[src/rtl/ps2_host_tx.sv]
// PS/2 host-to-device byte transmitter.
// Inhibit, request-to-send, shift 10 frame bits, then wait for ACK.
module ps2_host_tx #(
  parameter int INHIBIT_CYC = 10000,
  parameter int TIMEOUT_CYC = 2000000
) (
  input  logic       clk,
  input  logic       rst,
  input  logic       tx_valid,
  input  logic [7:0] tx_data,
  output logic       tx_ready,
  input  logic       ps2_clk_in,
  input  logic       ps2_data_in,
  output logic       ps2_clk_oe,
  output logic       ps2_data_oe,
  output logic       tx_done,
  output logic       tx_err,
  output logic       busy
);

  localparam int IW = $clog2(INHIBIT_CYC + 1);
  localparam int TW = $clog2(TIMEOUT_CYC + 1);
  localparam logic [IW-1:0] INH_LAST = IW'(INHIBIT_CYC - 1);
  localparam logic [TW-1:0] TO_LAST = TW'(TIMEOUT_CYC - 1);

  typedef enum logic [2:0] {
    S_IDLE,
    S_INHIBIT,
    S_RTS,
    S_SHIFT,
    S_WAIT_ACK,
    S_WAIT_IDLE
  } state_t;

  state_t state;

  logic [9:0]    frame;
  logic [3:0]    bit_cnt;
  logic [IW-1:0] inh_cnt;
  logic [TW-1:0] to_cnt;

  logic clk_meta, clk_sync, clk_prev;
  logic data_meta, data_sync;
  logic dev_fall;
  logic active;
  logic timeout;

  assign dev_fall = clk_prev & ~clk_sync;
  assign active   = (state == S_RTS) || (state == S_SHIFT) ||
                    (state == S_WAIT_ACK) || (state == S_WAIT_IDLE);
  assign timeout  = active && (to_cnt == TO_LAST);
  assign busy     = ~tx_ready;

  // Two-flop synchronizers plus one history flop for edge detection.
  always_ff @(posedge clk or posedge rst) begin
    if (rst) begin
      clk_meta  <= 1'b1;
      clk_sync  <= 1'b1;
      clk_prev  <= 1'b1;
      data_meta <= 1'b1;
      data_sync <= 1'b1;
    end else begin
      clk_meta  <= ps2_clk_in;
      clk_sync  <= clk_meta;
      clk_prev  <= clk_sync;
      data_meta <= ps2_data_in;
      data_sync <= data_meta;
    end
  end

  // Transfer FSM; line drives and status pulses are registered here.
  always_ff @(posedge clk or posedge rst) begin
    if (rst) begin
      state       <= S_IDLE;
      frame       <= '0;
      bit_cnt     <= '0;
      inh_cnt     <= '0;
      to_cnt      <= '0;
      tx_ready    <= 1'b1;
      ps2_clk_oe  <= 1'b0;
      ps2_data_oe <= 1'b0;
      tx_done     <= 1'b0;
      tx_err      <= 1'b0;
    end else begin
      tx_done <= 1'b0;
      tx_err  <= 1'b0;
      if (timeout) begin
        // Timeout wins over any edge seen in the same cycle.
        ps2_clk_oe  <= 1'b0;
        ps2_data_oe <= 1'b0;
        tx_err      <= 1'b1;
        tx_ready    <= 1'b1;
        state       <= S_IDLE;
      end else begin
        if (active) to_cnt <= to_cnt + TW'(1);
        unique case (state)
          S_IDLE: begin
            if (tx_valid && tx_ready) begin
              frame       <= {1'b1, ~^tx_data, tx_data};
              inh_cnt     <= '0;
              ps2_clk_oe  <= 1'b1;
              ps2_data_oe <= 1'b0;
              tx_ready    <= 1'b0;
              state       <= S_INHIBIT;
            end
          end
          S_INHIBIT: begin
            if (ps2_data_oe) begin
              ps2_clk_oe <= 1'b0;
              bit_cnt    <= '0;
              to_cnt     <= '0;
              state      <= S_RTS;
            end else if (inh_cnt == INH_LAST) begin
              ps2_data_oe <= 1'b1;
            end else begin
              inh_cnt <= inh_cnt + IW'(1);
            end
          end
          S_RTS, S_SHIFT: begin
            if (dev_fall && bit_cnt < 4'd10) begin
              ps2_data_oe <= ~frame[bit_cnt];
              if (bit_cnt != 4'hF) bit_cnt <= bit_cnt + 4'd1;
              state <= (bit_cnt == 4'd9) ? S_WAIT_ACK : S_SHIFT;
            end
          end
          S_WAIT_ACK: begin
            ps2_data_oe <= 1'b0;
            if (dev_fall) begin
              if (!data_sync) begin
                state <= S_WAIT_IDLE;
              end else begin
                tx_err   <= 1'b1;
                tx_ready <= 1'b1;
                state    <= S_IDLE;
              end
            end
          end
          S_WAIT_IDLE: begin
            if (clk_sync && data_sync) begin
              tx_done  <= 1'b1;
              tx_ready <= 1'b1;
              state    <= S_IDLE;
            end
          end
          default: begin
            ps2_clk_oe  <= 1'b0;
            ps2_data_oe <= 1'b0;
            tx_ready    <= 1'b1;
            state       <= S_IDLE;
          end
        endcase
      end
    end
  end

endmodule

[config.mk]
export PLATFORM = sky130hd
export DESIGN_NAME = ps2_host_tx
export DESIGN_NICKNAME = d
export VERILOG_FILES = /design/src/rtl/ps2_host_tx.sv
export SDC_FILE = /design/constraint.sdc
export NUM_CORES = 1
export LEC_CHECK = 0
export CAP_MARGIN = 20
export CORE_MARGIN = 2
export CORE_UTILIZATION = 45
export CTS_CLUSTER_DIAMETER = 60
export DETAILED_ROUTE_END_ITERATION = 16
export SLEW_MARGIN = 20
export SYNTH_ARGS = -nofsm -noshare
export SYNTH_HDL_FRONTEND = slang
export SYNTH_SLANG_ARGS = --single-unit
[constraint.sdc]
create_clock -name clk -period 5.65 [get_ports clk]
set_input_delay 1.13 -clock clk [delete_from_list [all_inputs] [get_ports clk]]
set_output_delay 1.13 -clock clk [all_outputs]
set_load 0.05 [all_outputs]
==> impl_metrics.json, run 1 <==
{
  "status": "completed",
  "io_pins": 19,
  "hold_depth": 0,
  "relSlewSlack": 0.4672,
  "rows": 31,
  "grt.total_usage": 0.1855,
  "grt_max_degree": 63,
  "stdcell_count": 473,
  "postSynthAreaPerCell_um2": 9.423,
  "multi_input_area_um2": 1689,
  "clk_pin_slew_ns": 0.06,
  "core-area_um2": 7214,
  "finalCritPeriodShare": 0.5337,
  "synth_top_cell_area_share": 0.4201,
  "cts_sinks": 62,
  "setup_violations": 0,
  "grt_first_pass_wirelength_mm": 12.20,
  "drc": 0,
  "gp_congestion": 0.8203,
  "port_buffers": 18,
  "end_kind": "register",
  "powerDensity_nw_per_um2": 387.4,
  "async_reset_ff_frac": 1.000,
  "routed_via_density": 5.666,
  "synth_edf_count": 0,
  "synth_area_leader_cell": "dfrtp_1",
  "nFillCells": 689,
  "die_h_um": 90.10,
  "n_antenna_cell": 0,
  "worst_pin_slew_ns": 0.7992,
  "cp.arrival_ns": 3.27,
  "clock_skew_ns": 0.009572,
  "regArea_um2": 1559,
  "wire_per_inst_um": 14.92,
  "post_cts_buffers": 0,
  "hold_path_class": "register to register",
  "htreeDepth": 3,
  "grt_pass1_vias": 2484,
  "dp_hpwl_mm": 4.705,
  "ff2ff_path_depth": 5,
  "synth-seq-cells": 62,
  "rsz0062_at_grt": "no",
  "tritoncts": "built",
  "cts_hold_buffers": 0,
  "vias": 2680,
  "fp.dieW_um": 90.10,
  "first_pass_iters": 4,
  "synth_area_leaders": "dfrtp_1 (42%), nand2_1 (6.1%), dfstp_2 (4.7%)",
  "clock_path_buffers": 2,
  "nets": 386,
  "final-hold-violation-count": 0,
  "startpoint_type": "input port",
  "p_leak_nw": 1.538,
  "synth_common_cells": "dfrtp_1 (56), nand2_1 (54), nand3_1 (20), a21oi_1 (19), nor2_1 (19)",
  "maxCapViolCount": 0,
  "power_mw": 1.475,
  "postCtsResizedCells": 0,
  "fin_crit_ns": 3.015,
  "syn-num-nets": 371,
  "antenna_found_initial": 0,
  "place_inst": 457,
  "die-area_um2": 8117,
  "drive_gt1_frac": 0.1096,
  "synth_area_um2": 3336,
  "crit_type": "input port to register",
  "fin_tns_setup_ns": 0,
  "synth_most_common_cell": "dfrtp_1",
  "drt.antenna.violating_nets": 0,
  "ys_types": 62,
  "ys_warn_count": 0,
  "peakVddDrop_mv": 0.2545,
  "wirelength_mm": 7.057,
  "syn_inst": 354,
  "cp.required_ns": 5.91,
  "max_clock_freq_mhz": 331.7,
  "synthFlopType": "dfrtp_1",
  "detailedRoute.firstIterationViolations": 154,
  "critPathMaxFanout": 15,
  "cts_root_buf": "clkbuf_8",
  "cts_made_buffers": 9,
  "grt_remaining_overflow": 0,
  "clkLatencyLatePin_ns": 0.34,
  "yosysSeqAreaShare": 0.4674,
  "drv_slew": 0,
  "start_util": 0.4624,
  "syn2layout_area_growth_pct": 14.10
}
-- cell type report --
type                            instances  share of cell area
Inverter                                7            0.006903
Sequential cell                        62              0.4096
Clock inverter                          2            0.009862
Tap cell                               99             0.03254
Timing Repair Buffer                   19             0.04931
Clock buffer                           14             0.04799
Multi-Input combinational cell        270              0.4438
-- metrics by stage --
| step | area, um^2 | hold slack, ns | util | setup WS [ns] |
|---|---|---|---|---|
| floorplan | 3336 | 0.3452 | - | 2.989 |
| global placement | 3580 | 0.3460 | 0.4962 | 2.375 |
| detailed placement | 3580 | 0.3472 | 0.4962 | 2.337 |
| CTS | 3800 | 0.3570 | 0.5267 | 2.687 |
| global route | 3806 | 0.3604 | 0.5276 | 2.467 |
| finish | 3806 | 0.3563 | 0.5276 | 2.635 |
-- registers in the layout, summed over array words and instances, names as in the netlist --
signal / cells
tx_done: 1
ps2_clk_oe: 1
data_sync: 1
tx_err: 1
tx_ready: 1
state: 3
clk_sync: 1
frame: 10
data_meta: 1
to_cnt: 21
clk_prev: 1
inh_cnt: 14
clk_meta: 1
bit_cnt: 4
ps2_data_oe: 1
-- worst max-delay path: stages --
cell and delay, ns:
clkdlybuf4s50_1 0.46, nand3b_1 0.23, o31ai_2 0.48, o21ai_2 0.28, or4_1 0.55, a21oi_1 0.14
-- cells in the final DEF, fill, tap and decap left out, types with 2 or more instances in the layout --
master           instances
inv_1                    6
o21ai_2                  3
o211ai_1                 3
nand4_1                  9
nor3_1                   4
or2_2                    3
dfrtp_1                 56
xnor2_1                  9
or4_1                   10
and3_1                   3
nand2_1                 54
a21oi_1                 19
o2111ai_1                3
nand3b_1                 2
or3_1                   11
clkbuf_8                13
o21ai_0                 18
clkdlybuf4s50_1         18
mux2i_1                  5
o31ai_1                 11
o21a_1                   2
xor2_1                   4
mux4_2                   2
and2_1                   3
o22ai_1                  3
nor3b_1                  3
dfstp_2                  6
mux2_2                   3
nor2_1                  19
and2b_2                  2
nor4b_1                  3
nand2b_1                 7
nor4_1                   3
nand3_1                 20
ha_1                     4
-- per-layer routing --
layer	track usage	vias up	wire length [um]
met1	0.2642	1283	3534
met4	0.07821	0	129
met5	0	-	0
met3	0.03269	12	245
li1	-	1332	-
met2	0.2801	53	3148
-- power breakdown --
group	total (mW)	switching, mW	internal, mW
Combinational	0.398	0.216	0.182
Sequential	0.651	0.108	0.542
Clock	0.426	0.173	0.252
Total	1.47	0.498	0.976
-- worst paths after layout --
kind,from,endpoint,slack [ns]
max,tx_valid,inh_cnt[5],2.63
min,data_meta,data_sync,0.36
max reg2reg,state[0],inh_cnt[5],3.25
min reg2reg,data_meta,data_sync,0.36
max in group asynchronous,rst,bit_cnt[1],3.77
min in group asynchronous,rst,inh_cnt[7],1.32
-- kinds of logic after synthesis --
| family | share of synthesized area |
|---|---|
| AOI/OAI and AO/OA | 0.1512 |
| xor gates and xnor gates | 0.03413 |
| adders and majority gates | 0.01500 |
| buffers and inverters | 0.02964 |
| DFF | 0.4674 |
| muxes | 0.03863 |
| and+or+nand+nor | 0.2641 |
Power figures use the tool's default switching activity.
==> run 2: changes to the inputs <==
- PLACE_DENSITY: not set -> 0.65
- clock period: 5.65 -> 2.6 ns (I/O delays scaled with it)
==> impl_metrics.json, run 2 (synthesized netlist as in run 1, its figures left out) <==
{
  "wire_per_inst_um": 15.03,
  "routed_via_density": 5.761,
  "wirelength_mm": 7.289,
  "relSlewSlack": 0.5998,
  "grt_max_degree": 32,
  "status": "completed",
  "cts_sinks": 62,
  "powerDensity_nw_per_um2": 846.2,
  "cts_hold_buffers": 0,
  "io_pins": 19,
  "htreeDepth": 3,
  "grt_remaining_overflow": 0,
  "final-hold-violation-count": 0,
  "drt.antenna.violating_nets": 0,
  "startpoint_type": "register",
  "drive_gt1_frac": 0.1373,
  "finalCritPeriodShare": 0.8440,
  "rows": 31,
  "largest_reg_flops": 21,
  "cts_root_buf": "clkbuf_8",
  "detailedRoute.firstIterationViolations": 182,
  "critPathMaxFanout": 7,
  "first_pass_iters": 5,
  "rsz0062_at_grt": "no",
  "tritoncts": "built",
  "core-area_um2": 7214,
  "final_cell_mix": "dfrtp_1 (56), nand2_1 (54), nand3_1 (20), nor2_1 (19), a21oi_1 (19)",
  "port_buffers": 18,
  "syn2layout_area_growth_pct": 17.40,
  "cp.required_ns": 2.82,
  "setup_violations": 0,
  "cpPeakStageDelay_ns": 0.54,
  "grt_pass1_vias": 2643,
  "grt_first_pass_wirelength_mm": 12.63,
  "slowest_stage": "or3_1",
  "crit_type": "register to register",
  "clock_path_buffers": 2,
  "clock_skew_ns": 0.01263,
  "fin_tns_setup_ns": 0,
  "nFillCells": 667,
  "cts_made_buffers": 9,
  "postCtsResizedCells": 0,
  "peakVddDrop_mv": 0.6943,
  "dp_hpwl_mm": 5.079,
  "fin_crit_ns": 2.194,
  "nets": 398,
  "vias": 2794,
  "drv_slew": 0,
  "n_antenna_cell": 0,
  "place_ws_ns": 0.2160,
  "max_clock_freq_mhz": 455.7,
  "drc": 0,
  "clkLatencyLatePin_ns": 0.34,
  "hold_path_class": "register to register",
  "fp.dieW_um": 90.10,
  "p_leak_nw": 1.614,
  "clk_pin_slew_ns": 0.07,
  "die_h_um": 90.10,
  "largestRegisters": "to_cnt x21, inh_cnt x14, frame x10",
  "start_util": 0.4624,
  "fin_ws_ns": 0.4056,
  "gp_congestion": 0.8367,
  "top_register": "to_cnt",
  "post_cts_buffers": 0,
  "crit_path_cell_trace": "ha_1 -> nand2_1 -> or3_1 -> o21ai_2 -> o21ai_1 -> mux2_2",
  "cp.arrival_ns": 2.41,
  "die-area_um2": 8117,
  "final_common_cell": "dfrtp_1",
  "end_kind": "register",
  "maxCapViolCount": 0,
  "antenna_found_initial": 0,
  "worst_pin_slew_ns": 0.6003,
  "grt.total_usage": 0.1910
}
## run 2: cell type report
| type | instances | area [um^2] | area share |
|---|---|---|---|
| multi-input cells | 270 | 1683 | 0.4297 |
| flip-flops and latches | 62 | 1559 | 0.3981 |
| repair buffers | 31 | 290.3 | 0.07412 |
| clock buffers | 13 | 168.9 | 0.04313 |
| well taps | 99 | 123.9 | 0.03163 |
| clock inverters | 3 | 65.06 | 0.01661 |
| inverters | 7 | 26.28 | 0.006709 |
## run 2: through the flow
stage	hold WS, ns	area (um^2)	utilization	power [mW]	cells
finish	0.3545	3916	0.5428	3.314	485
CTS	0.3593	3916	0.5428	3.340	485
detailed placement	0.3489	3682	0.5104	2.335	469
floorplan	0.3452	3336	-	2.060	354
global route	0.3627	3916	0.5428	3.524	485
global placement	0.3456	3682	0.5104	2.307	469
## run 2: per-layer routing
metal  global-route usage  part of all wire  routed length, um
met2               0.3039              0.48               3477
met5                    0                 0                  0
met3              0.02850             0.037                270
met4              0.06923             0.014                105
met1               0.2668              0.47               3436
## run 2: path summary, 6_finish.rpt
kind	from	to	slack, ns	cells past startpoint
worst max-delay path	to_cnt[0]	bit_cnt[1]	0.41	6
worst min-delay path	clk_meta	clk_sync	0.35	0
worst max register to register	to_cnt[0]	bit_cnt[1]	0.41	6
worst min register to register	clk_meta	clk_sync	0.35	0
max in group asynchronous	rst	clk_meta	1.48	3
min in group asynchronous	rst	inh_cnt[8]	0.51	2
## run 2: power by group
group	internal, mW	leakage, nW	total (mW)	switching (mW)
Sequential	1.18	0.798	1.41	0.233
Clock	0.618	0.120	0.990	0.372
Combinational	0.427	0.697	0.913	0.486
## run 2: worst max-delay path, delay by kind of cell, from the launching register on
family / cells / cell delay [ns]
AOI/OAI and AO/OA: 2 / 0.51
adders and majority gates: 1 / 0.20
DFF: 1 / 0.38
muxes: 1 / 0.32
and+or+nand+nor: 2 / 0.67
==> run 3: changes to the inputs <==
- PLACE_DENSITY: 0.65 -> not set
- clock period: 2.6 -> 2.21 ns (I/O delays scaled with it)
==> impl_metrics.json, run 3 (synthesized netlist as in run 1, its figures left out) <==
{
  "status": "completed",
  "core-area_um2": 7214,
  "die_h_um": 90.10,
  "grt.total_usage": 0.1960,
  "cpPeakStageDelay_ns": 0.80,
  "whs_ns": 0.3590,
  "cts_root_buf": "clkbuf_8",
  "cpLargestDelayFamily": "buffers and inverters",
  "peakVddDrop_mv": 0.7495,
  "dp_hpwl_mm": 5.329,
  "grt_pass1_vias": 2671,
  "fin_tns_setup_ns": 0,
  "first_pass_iters": 4,
  "rr_startpoint": "inh_cnt[4]",
  "start_util": 0.4624,
  "critPathLaunch": "tx_ready",
  "fin_crit_ns": 2.118,
  "gp_congestion": 0.7915,
  "drc": 0,
  "wirelength_mm": 7.436,
  "final_cell_mix": "dfrtp_1 (56), nand2_1 (54), buf_4 (29), nand3_1 (20)",
  "reg2reg_to": "inh_cnt[0]",
  "cp.required_ns": 1.77,
  "grt_first_pass_wirelength_mm": 13.01,
  "finalCritPeriodShare": 0.9583,
  "critPathMaxFanout": 3,
  "p_leak_nw": 1.692,
  "drt.antenna.violating_nets": 0,
  "final_common_cell": "dfrtp_1",
  "crit_end": "tx_ready",
  "setup_violations": 0,
  "clkLatencyLatePin_ns": 0.34,
  "port_buffers": 18,
  "multi_input_area_um2": 1699,
  "drv_slew": 0,
  "n_antenna_cell": 0,
  "rsz0062_at_grt": "no",
  "cts_made_buffers": 9,
  "tritoncts": "built",
  "largest_reg_flops": 21,
  "die-area_um2": 8117,
  "hold_path_class": "register to register",
  "clock_path_buffers": 2,
  "powerDensity_nw_per_um2": 939.6,
  "vias": 2797,
  "cp.arrival_ns": 1.68,
  "cts_hold_buffers": 0,
  "relSlewSlack": 0.6643,
  "grt_remaining_overflow": 0,
  "largestRegisters": "to_cnt x21, inh_cnt x14, frame x10",
  "end_kind": "output port",
  "startpoint_type": "register",
  "crit_type": "register to output port",
  "r2r_setup_slack_ns": 0.16,
  "htreeDepth": 3,
  "nets": 416,
  "ff2ff_path_depth": 6,
  "worst_pin_slew_ns": 0.5019,
  "drive_gt1_frac": 0.1807,
  "cp_num_cells": 1,
  "crit_path_cell_trace": "clkdlybuf4s50_1",
  "routed_via_density": 5.561,
  "regArea_um2": 1559,
  "detailedRoute.firstIterationViolations": 123,
  "grt_max_degree": 24,
  "antenna_found_initial": 0,
  "final-hold-violation-count": 0,
  "cts_sinks": 62,
  "nFillCells": 663,
  "maxCapViolCount": 0,
  "syn2layout_area_growth_pct": 21.31,
  "top_register": "to_cnt",
  "io_pins": 19,
  "clk_pin_slew_ns": 0.07,
  "rows": 31,
  "wire_per_inst_um": 14.78,
  "clock_skew_ns": 0.01048,
  "slowest_stage": "clkdlybuf4s50_1",
  "max_clock_freq_mhz": 472.2,
  "cp.buffers_inverters": 1,
  "fp.dieW_um": 90.10
}
## run 3: cell count changes in the layout (fill, tap and decap cells not counted)
cell | previous run | this run
nor4b_1 | 3 | 2
bufinv_16 | 2 | 1
buf_12 | 1 | 2
nor2_4 | 0 | 1
clkbuf_8 | 12 | 11
nor2_2 | 1 | 0
or3_4 | 1 | 2
nor4b_2 | 1 | 2
buf_4 | 12 | 29
or3_1 | 11 | 10
clkinv_2 | 1 | 3
## run 3: final cells by class
cell class | instances | share of cell area
Clock buffer | 12 | 0.03834
Clock inverter | 4 | 0.01113
Inverter | 7 | 0.006494
Multi-Input combinational cell | 270 | 0.4199
Sequential cell | 62 | 0.3853
Tap cell | 99 | 0.03061
Timing Repair Buffer | 49 | 0.1082
## run 3: how the worst min path moves through the flow
stage | startpoint | end | cells after the start | slack, ns
after global placement | data_meta | data_sync | 0 | 0.35
after CTS | data_meta | data_sync | 0 | 0.36
final | clk_meta | clk_sync | 0 | 0.36
after global routing | clk_meta | clk_sync | 0 | 0.36
after detailed placement | data_meta | data_sync | 0 | 0.35
after floorplan | clk_meta | clk_sync | 0 | 0.35
## run 3: metrics by stage
| step | cell area (um^2) | power, mW | util | std cells | setup WS [ns] |
|---|---|---|---|---|---|
| after floorplan | 3336 | 2.423 | - | 354 | 0.09518 |
| after global placement | 3830 | 2.797 | 0.5309 | 487 | 0.03736 |
| after detailed placement | 3830 | 2.812 | 0.5309 | 487 | 0.01452 |
| after CTS | 4030 | 3.839 | 0.5586 | 503 | 0.06541 |
| after global routing | 4046 | 4.064 | 0.5609 | 503 | 0.01557 |
| final | 4046 | 3.802 | 0.5609 | 503 | 0.09211 |
## run 3: power by group
part	switching (mW)	internal, mW
logic	0.616	0.561
clock network	0.436	0.577
registers	0.224	1.39
## run 3: repair_timing
action / in CTS / in global routing
endpoints found under the setup margin: 0 / 4
buffers inserted: 0 / 0
resized for setup: 0 / 3
## run 3: layer usage
layer	wire, um	global-route usage
met1	3717	0.2869
met2	3301	0.2901
met3	288	0.04023
met4	129	0.06795
met5	0	0
